**src/rtl/snes_button_events.sv**
```systemverilog
// Debounces the SNES button vector once per poll frame and queues press/release events in a FWFT FIFO.
// Optional `SNES_EVT_TIMESTAMP_EN tags each event with the 8-bit frame count of its committing frame.
module snes_button_events #(
  parameter int unsigned DEBOUNCE_FRAMES = 2,
  parameter int unsigned FIFO_DEPTH      = 8,
  parameter int unsigned FIFO_AW         = 3,
`ifdef SNES_EVT_TIMESTAMP_EN
  localparam int unsigned TS_W           = 8,
`else
  localparam int unsigned TS_W           = 0,
`endif
  localparam int unsigned EVT_W          = TS_W + 5
) (
  input  logic               clk,
  input  logic               reset_n,
  input  logic [11:0]        button_data,
  input  logic               data_latch,
  input  logic               rd_en,
  input  logic               clr_overflow,
  output logic [EVT_W-1:0]   evt_data,
  output logic               evt_valid,
  output logic [FIFO_AW:0]   evt_count,
  output logic               overflow,
  output logic [11:0]        buttons
);

  localparam int unsigned NB    = 12;
  localparam int unsigned IDX_W = 4;
  localparam int unsigned CNT_W = 4;
  localparam int unsigned PTR_W = FIFO_AW;
  localparam int unsigned OCC_W = FIFO_AW + 1;

  localparam logic [0:0] ST_IDLE = 1'b0;
  localparam logic [0:0] ST_SCAN = 1'b1;

  localparam logic [CNT_W-1:0] DEB_MAX  = CNT_W'(DEBOUNCE_FRAMES);
  localparam logic [IDX_W-1:0] LAST_IDX = IDX_W'(NB - 1);
  localparam logic [OCC_W-1:0] FULL_CNT = OCC_W'(FIFO_DEPTH);

  logic [0:0]        r_state;
  logic [0:0]        w_state_nxt;
  logic              r_latch_q;
  logic              w_frame;
  logic [IDX_W-1:0]  r_idx;
  logic [IDX_W-1:0]  w_idx_nxt;
  logic [NB-1:0]     r_candidate;
  logic [NB-1:0]     w_cand_nxt;
  logic [CNT_W-1:0]  r_match_cnt;
  logic [CNT_W-1:0]  w_cnt_nxt;
  logic [NB-1:0]     r_stable;
  logic [NB-1:0]     w_stable_nxt;
  logic [NB-1:0]     r_diff;
  logic [NB-1:0]     w_diff_nxt;
  logic              w_commit;
  logic              w_push;
  logic [EVT_W-1:0]  w_push_data;

  logic [EVT_W-1:0]  r_mem [FIFO_DEPTH];
  logic [PTR_W-1:0]  r_wr_ptr;
  logic [PTR_W-1:0]  r_rd_ptr;
  logic [PTR_W-1:0]  w_rd_ptr_nxt;
  logic [OCC_W-1:0]  r_count;
  logic [OCC_W-1:0]  w_count_nxt;
  logic              r_evt_valid;
  logic [EVT_W-1:0]  r_evt_data;
  logic [EVT_W-1:0]  w_head_nxt;
  logic              r_overflow;
  logic              w_full;
  logic              w_do_pop;
  logic              w_do_push;
  logic              w_drop;

`ifdef SNES_EVT_TIMESTAMP_EN
  logic [7:0]        r_frame_cnt;
  logic [7:0]        r_ts;
`endif

  assign w_frame = data_latch & ~r_latch_q;

  // State register
  always_ff @(posedge clk or negedge reset_n) begin
    if (!reset_n) begin
      r_state <= ST_IDLE;
    end else begin
      r_state <= w_state_nxt;
    end
  end

  // Debounce and scan sequencing; frames outside IDLE leave debounce state untouched
  always_comb begin
    w_state_nxt  = r_state;
    w_idx_nxt    = r_idx;
    w_cand_nxt   = r_candidate;
    w_cnt_nxt    = r_match_cnt;
    w_stable_nxt = r_stable;
    w_diff_nxt   = r_diff;
    w_commit     = 1'b0;
    w_push       = 1'b0;
    w_push_data  = '0;
    case (r_state)
      ST_IDLE: begin
        if (w_frame) begin
          if (button_data == r_candidate) begin
            w_cnt_nxt = (r_match_cnt >= DEB_MAX) ? DEB_MAX : r_match_cnt + CNT_W'(1);
          end else begin
            w_cand_nxt = button_data;
            w_cnt_nxt  = CNT_W'(1);
          end
          if ((w_cnt_nxt == DEB_MAX) && (w_cand_nxt != r_stable)) begin
            w_commit     = 1'b1;
            w_diff_nxt   = w_cand_nxt ^ r_stable;
            w_stable_nxt = w_cand_nxt;
            w_idx_nxt    = '0;
            w_state_nxt  = ST_SCAN;
          end
        end
      end
      ST_SCAN: begin
        w_push = r_diff[r_idx];
`ifdef SNES_EVT_TIMESTAMP_EN
        w_push_data = {r_ts, r_stable[r_idx], r_idx};
`else
        w_push_data = {r_stable[r_idx], r_idx};
`endif
        if (r_idx == LAST_IDX) begin
          w_state_nxt = ST_IDLE;
        end else begin
          w_idx_nxt = r_idx + IDX_W'(1);
        end
      end
      default: begin
        w_state_nxt = ST_IDLE;
      end
    endcase
  end

  always_ff @(posedge clk or negedge reset_n) begin
    if (!reset_n) begin
      r_latch_q   <= 1'b0;
      r_idx       <= '0;
      r_candidate <= '0;
      r_match_cnt <= '0;
      r_stable    <= '0;
      r_diff      <= '0;
    end else begin
      r_latch_q   <= data_latch;
      r_idx       <= w_idx_nxt;
      r_candidate <= w_cand_nxt;
      r_match_cnt <= w_cnt_nxt;
      r_stable    <= w_stable_nxt;
      r_diff      <= w_diff_nxt;
    end
  end

`ifdef SNES_EVT_TIMESTAMP_EN
  // Frame counter advances on every strobe, ignored ones included
  always_ff @(posedge clk or negedge reset_n) begin
    if (!reset_n) begin
      r_frame_cnt <= '0;
      r_ts        <= '0;
    end else begin
      if (w_frame) begin
        r_frame_cnt <= r_frame_cnt + 8'd1;
      end
      if (w_commit) begin
        r_ts <= r_frame_cnt;
      end
    end
  end
`endif

  // FIFO control: a pop frees the slot a same-cycle push needs when full
  always_comb begin
    w_full       = (r_count == FULL_CNT);
    w_do_pop     = rd_en & r_evt_valid;
    w_do_push    = w_push & (~w_full | w_do_pop);
    w_drop       = w_push & w_full & ~w_do_pop;
    w_rd_ptr_nxt = r_rd_ptr + PTR_W'(w_do_pop);
    w_count_nxt  = r_count;
    if (w_do_push && !w_do_pop) begin
      w_count_nxt = r_count + OCC_W'(1);
    end else if (!w_do_push && w_do_pop) begin
      w_count_nxt = r_count - OCC_W'(1);
    end
    if (w_count_nxt == '0) begin
      w_head_nxt = '0;
    end else if (w_do_push && (r_wr_ptr == w_rd_ptr_nxt)) begin
      w_head_nxt = w_push_data;
    end else begin
      w_head_nxt = r_mem[w_rd_ptr_nxt];
    end
  end

  always_ff @(posedge clk) begin
    if (w_do_push) begin
      r_mem[r_wr_ptr] <= w_push_data;
    end
  end

  always_ff @(posedge clk or negedge reset_n) begin
    if (!reset_n) begin
      r_wr_ptr    <= '0;
      r_rd_ptr    <= '0;
      r_count     <= '0;
      r_evt_valid <= 1'b0;
      r_evt_data  <= '0;
      r_overflow  <= 1'b0;
    end else begin
      if (w_do_push) begin
        r_wr_ptr <= r_wr_ptr + PTR_W'(1);
      end
      r_rd_ptr    <= w_rd_ptr_nxt;
      r_count     <= w_count_nxt;
      r_evt_valid <= (w_count_nxt != '0);
      r_evt_data  <= w_head_nxt;
      // A drop outranks a same-cycle clear
      if (w_drop) begin
        r_overflow <= 1'b1;
      end else if (clr_overflow) begin
        r_overflow <= 1'b0;
      end
    end
  end

  assign evt_data  = r_evt_data;
  assign evt_valid = r_evt_valid;
  assign evt_count = r_count;
  assign overflow  = r_overflow;
  assign buttons   = r_stable;

endmodule
```
**config.mk**
```make
export PLATFORM = sky130hd
export DESIGN_NAME = snes_button_events
export DESIGN_NICKNAME = d
export VERILOG_FILES = /design/src/rtl/snes_button_events.sv
export SDC_FILE = /design/constraint.sdc
export NUM_CORES = 1
export LEC_CHECK = 0
export CORE_ASPECT_RATIO = 0.75
export CORE_MARGIN = 5
export CORE_UTILIZATION = 35
export CTS_BUF_LIST = sky130_fd_sc_hd__clkbuf_2
export DETAILED_ROUTE_END_ITERATION = 10
export PLACE_DENSITY = 0.61
export SYNTH_ARGS = -nofsm -noshare
export SYNTH_HDL_FRONTEND = slang
export SYNTH_SLANG_ARGS = --single-unit
```
**constraint.sdc**
```tcl
create_clock -name clk -period 2.4 [get_ports clk]
set_input_delay 0.48 -clock clk [delete_from_list [all_inputs] [get_ports clk]]
set_output_delay 0.48 -clock clk [all_outputs]
set_load 0.01 [all_outputs]
```
Word level (Yosys, flattened, before mapping)
Memory sizes are Yosys's and may differ from the RTL's.
Cells that the tools add are included.
Widths: inputs -> output; s select.
- add/sub/neg operators: 6
- $lt $le $gt $ge: 2
- equal/unequal tests: 9
- mux-type cells: 29
- bitwise operators: 11
- reductions and logical operators: 12
- operators with widths (kind ; count):
    $mux 12 ; 3
    $mux 4 ; 9
    $mux 5 ; 3
    $add 4x1->4 const B ; 3
    $eq 12x12->1 ; 1
    $ne 12x12->1 ; 1
    $xor 12x12->12 ; 1
    $mux 1 ; 10
    $bmux 1 s4 ; 2
    $eq 4x4->1 const B ; 2
    $pmux 4 s2 ; 1
    $ne 2x2->1 const B ; 3
    $reduce_and 3->1 ; 2
    $and 1x1->1 ; 5
    $lt 4x5->1 const B ; 1
    $eq 4x2->1 const B ; 1
    $ge 4x2->1 const B ; 1
    $logic_and 1x1->1 ; 4
    $logic_not 4->1 ; 1
    $not 1->1 ; 4
    $reduce_bool 4->1 ; 1
    $sub 4x1->4 const B ; 1
    $add 3x1->3 ; 1
    $add 3x1->3 const B ; 1
    6 further kinds ; 7
- register bits: 63
- bits in writable memories: 40
- bits of input ports: 17
- output and inout bits: 23
- word-level logic and storage cells: 83
- memories kept: 1
- memory list (name ; depth ; bits a word ; rd ports ; clocked after Yosys merged registers in ; wr ports ; RTL line ; RTL):
    r_mem ; 8 ; 5 ; 1 ; 0 ; 1 ; 58 ; logic [EVT_W-1:0] r_mem [FIFO_DEPTH];

Longest topological paths before layout
- word-level depth: 10
- gate-level depth with buffers: 9
- gate-level depth less buffers: 9

Worst setup path before layout
No wires, ideal clock.
- path kind: input to register
- start point: input port rd_en
- end point: register r_evt_data[0] (netlist: evt_data[0])
- setup time: 0.149 ns
- data arrival time: 2.527 ns
- required time: 2.251 ns
- slack: -0.276 ns
- cell stages on the path: 8
- buffers on the path: 1
- cell sequence: nand2_1 -> inv_1 -> ha_1 -> buf_1 -> mux4_2 -> mux2_2 -> mux2i_1 -> a31oi_1
- elaborated cells between the ends (all ways): 16
- those cells by class: add/sub: 1; eq/ne: 1; mux: 4; bitwise: 3; reduce/logical: 6; memory: 1
- RTL lines (item ; RTL line ; RTL):
    start: declaration ; 18 ; input logic rd_en,
    $and 1x1->1 * ; 175 ; w_do_pop = rd_en & r_evt_valid;
    $add 3x1->3 * ; 178 ; w_rd_ptr_nxt = r_rd_ptr + PTR_W'(w_do_pop);
    named net w_rd_ptr_nxt[0] ; 61 ; logic [PTR_W-1:0] w_rd_ptr_nxt;
    parallel branches: the longest is 2 deep, another holds $mem_v2 8x5 ; n/a ;
    $mux 5 * ; 187 ; end else if (w_do_push && (r_wr_ptr == w_rd_ptr_nxt)) begin
    $mux 5 * ; 185 ; if (w_count_nxt == '0) begin
    named net w_head_nxt[0] ; 66 ; logic [EVT_W-1:0] w_head_nxt;
    end signal: assignment ; 215 ; r_evt_data <= w_head_nxt;
    end: declaration ; 65 ; logic [EVT_W-1:0] r_evt_data;
Mark *: on every way through the listed nets, which the timed path passes.
A chain may end at the register's enable or synchronous reset.

Final worst setup path
- start point: register r_idx[0]
- end point: register r_evt_data[0] (netlist: evt_data[0])
- cells in the longest elaborated chain, start to end: 10
- elaborated cells between the ends (all ways): 14
- those cells by class: mux: 8; bitwise: 1; reduce/logical: 5
- RTL lines (item ; RTL line ; RTL):
    start: declaration ; 44 ; logic [IDX_W-1:0] r_idx;
    start signal: assignment ; 147 ; r_idx <= w_idx_nxt;
    $bmux 1 s4 ; 119 ; w_push = r_diff[r_idx];
    $mux 1 (not written as such) ; 119 ;
    $mux 1 ; 100 ; case (r_state)
    $and 1x1->1 ; 176 ; w_do_push = w_push & (~w_full | w_do_pop);
    $logic_not 1->1 ; 182 ; end else if (!w_do_push && w_do_pop) begin
    $logic_and 1x1->1 ; 182 ;
    $mux 4 ; 182 ;
    $mux 4 ; 180 ; if (w_do_push && !w_do_pop) begin
    $logic_not 4->1 ; 185 ;
    $mux 5 * ; 185 ;
    named net w_head_nxt[0] ; 66 ;
The timed path passes the listed nets; every way through them passes the cells marked *. The select of a mux whose other input is x is not followed.

==> out/qor.yml <==
status: "finished, final reports clean"
synth.ff_latch_count: 103
multi_input_area_um2: 2000
p_per_area_nw_per_um2: 751
finalWirelength_mm: 10.4
syn_area_um2: 4790
drt_pre_antenna_iters: 4
die_y_um: 111
swShare_pct: 30.9
p_comb_share_pct: 33.2
synth.most_common_cell: "dfrtp_1"
synthFlopType: "dfrtp_1"
ant_nets: 0
fmax_ghz: 0.428
setup_viol: 0
routed_via_density: 4.94
gr-total-overflow: 0
clock_latency_ps: 610
crit_family: "compound AO/OA/AOI/OAI gates"
numCtsBuffers: 9
diodes: 0
reg2reg_depth: 9
wl_met1_mm: 5.20
syn_inst: 351
cts_root_buffer: "clkbuf_2"
endpoint_kind: "register"
grt_start_max_net_pins: 25
syn_area_per_cell_um2: 13.6
finalInstanceArea_um2: 6010
post-route-period-util_pct: 97.4
syn_nets: 376
hold_viol_final: 0
clock_sinks: 103
arrival_ps: 2890
setup_ws_ps: 61.9
grt_pass1_vias: 3278
cp.depth: 9
drv_slew: 0
ir_drop_mv: 0.586
initial_core_util_pct: 35.3
critPathMaxStageDelay_ps: 530
relSlewSlack_pct: 58.4
vias: 3059
preCtsSetupSlack_ps: -397
synth_top_area_share_pct: 32.9
synth_top_cell_by_area: "dfrtp_1"
ys_top_cells_by_area: "dfrtp_1, edfxtp_1, mux2_2"
synth-edff-count: 40
startpoint_type: "register"
die-area_um2: 16100
syn2layout_area_growth_pct: 25.7
gp_congestion: 0.880
ios: 40
worst_ep_required_time_ps: 2950
dr.max_layer_used: "met4"
drc: 0
crit_type: "register to register"
place_area_um2: 5740
ys_types: 49
fp.coreArea_um2: 13600
path_clk_slew_ps: 310
die_w_um: 145
cts_tree: "done"
seq_area_um2: 2780
fin_crit_ps: 2340
num_rows: 37
p_int_mw: 3.12
tightest_slew_ps: 619
ys_top_cells_by_count: "dfrtp_1, nand2_1, edfxtp_1"
clockPowerShare_pct: 21.9
rsz0062_at_grt: "yes"
hpwl_mm: 7.64
yosysWarnings: 0
drt_first_iter_violations: 206
path_cells: "mux4_2 -> and3_4 -> a31oi_4 -> buf_6 -> nor2_2 -> a41oi_2 -> o311ai_2 -> buf_4 -> a31oi_1"
fillers: 1266
sequentialPowerShare_pct: 44.9
wl_met2_mm: 4.56
critical-path-slowest-cell: "dfrtp_2"
track_usage_pct: 13.5
final_nets: 464
leakage_nw: 2.58
wl_per_cell_um: 16.8
worst-path-max-fanout: 7
clock-skew-final_ps: 56.6
antenna_found_initial: 0
cp_num_buf_inv: 2
htreeDepth: 3
portBuffers: 39
min_path_type: "input port to asynchronous set/reset pin"
maxCapViolations: 0
clk_path_buf_depth: 2
grt_pass1_wl_mm: 17.5
ys_seq_area_share_pct: 58.0
p_switching_mw: 1.40
met3_length_um: 479
post-route-util_pct: 44.3
async_flop_share_pct: 61.2
drive_above_1_share_pct: 31.1
[final cells by class]
class	count	share of cell area, %
Clock buffer	10	0.832
Clock inverter	6	1.71
Inverter	8	0.499
Multi-Input combinational cell	226	33.3
Sequential cell	103	46.2
Tap cell	175	3.64
Timing Repair Buffer	91	13.8
[stage by stage]
step           total power [mW]  hold slack (ps)  instances  setup TNS, ps
3_3_place_gp               3.51              477        599         -16200
5_1_grt                    4.77              282        619           -371
2_1_floorplan              2.88              184        351              0
6_report                   4.52              307        619              0
4_1_cts                    4.54              284        617              0
3_5_place_dp               3.54              482        599         -17590
[kinds of logic after synthesis]
group                      synth area share, %
AOI/OAI and AO/OA                         4.81
buffers and inverters                     1.91
adders and majority gates                 2.09
DFF                                       58.0
xor gates and xnor gates                  6.01
and+or+nand+nor                           10.6
muxes                                     16.5
[worst paths after layout]
path / slack (ps) / startpoint / to
worst max-delay path: 60 / r_idx[0] / evt_data[0]
worst min-delay path: 310 / reset_n / r_match_cnt[2]
worst max register to register: 60 / r_idx[0] / evt_data[0]
worst min register to register: 530 / r_rd_ptr[2] / r_rd_ptr[2]
max in group asynchronous: 1300 / reset_n / buttons[4]
min in group clk: 330 / data_latch / r_latch_q
[state kept, by name, indices dropped and copies added (netlist names), 3 cells and up]
name / count
buttons: 12
r_wr_ptr: 3
evt_data: 5
r_idx: 4
evt_count: 4
r_match_cnt: 4
r_rd_ptr: 3
r_diff: 12
r_candidate: 12
r_mem: 40
[layout by cell type, fill, tap and decap left out, types with 7 or more instances in the layout]
master            n
nand3_1           7
dfrtp_1          61
clkbuf_2         10
inv_1             8
clkdlybuf4s50_1  38
mux2_2           31
xor2_1           25
mux4_2           12
nor2_1            7
edfxtp_1         40
buf_4            46
nand2_1          49
mux2i_1           7
ha_1              8
[metal layers]
metal | vias to the layer above | global-route usage (%)
met1 | 1532 | 20.1
li1 | 1455 | -
met4 | 0 | 3.89
met5 | - | 0
met2 | 59 | 19.2
met3 | 13 | 3.56
[what timing repair did]
| item | CTS | global route |
|---|---|---|
| cloned | 0 | 0 |
| setup endpoints to repair | 48 | 70 |
| hold endpoints to repair | 21 | 0 |
| gates resized for setup | 7 | 15 |
| pin swaps | 1 | 4 |
| setup buffers | 1 | 2 |
| hold buffers | 1 | 0 |
[power groups by stage]
stage | sequential, mW | clock (mW) | combinational [mW]
detailed placement | 2.06 | 0 | 1.48
global placement | 2.05 | 0 | 1.46
global route | 2.04 | 1.10 | 1.63
finish | 2.03 | 0.991 | 1.50
floorplan | 2.08 | 0 | 0.800
CTS | 2.03 | 1.03 | 1.49
Note: power is estimated with default switching activity, not from simulation.
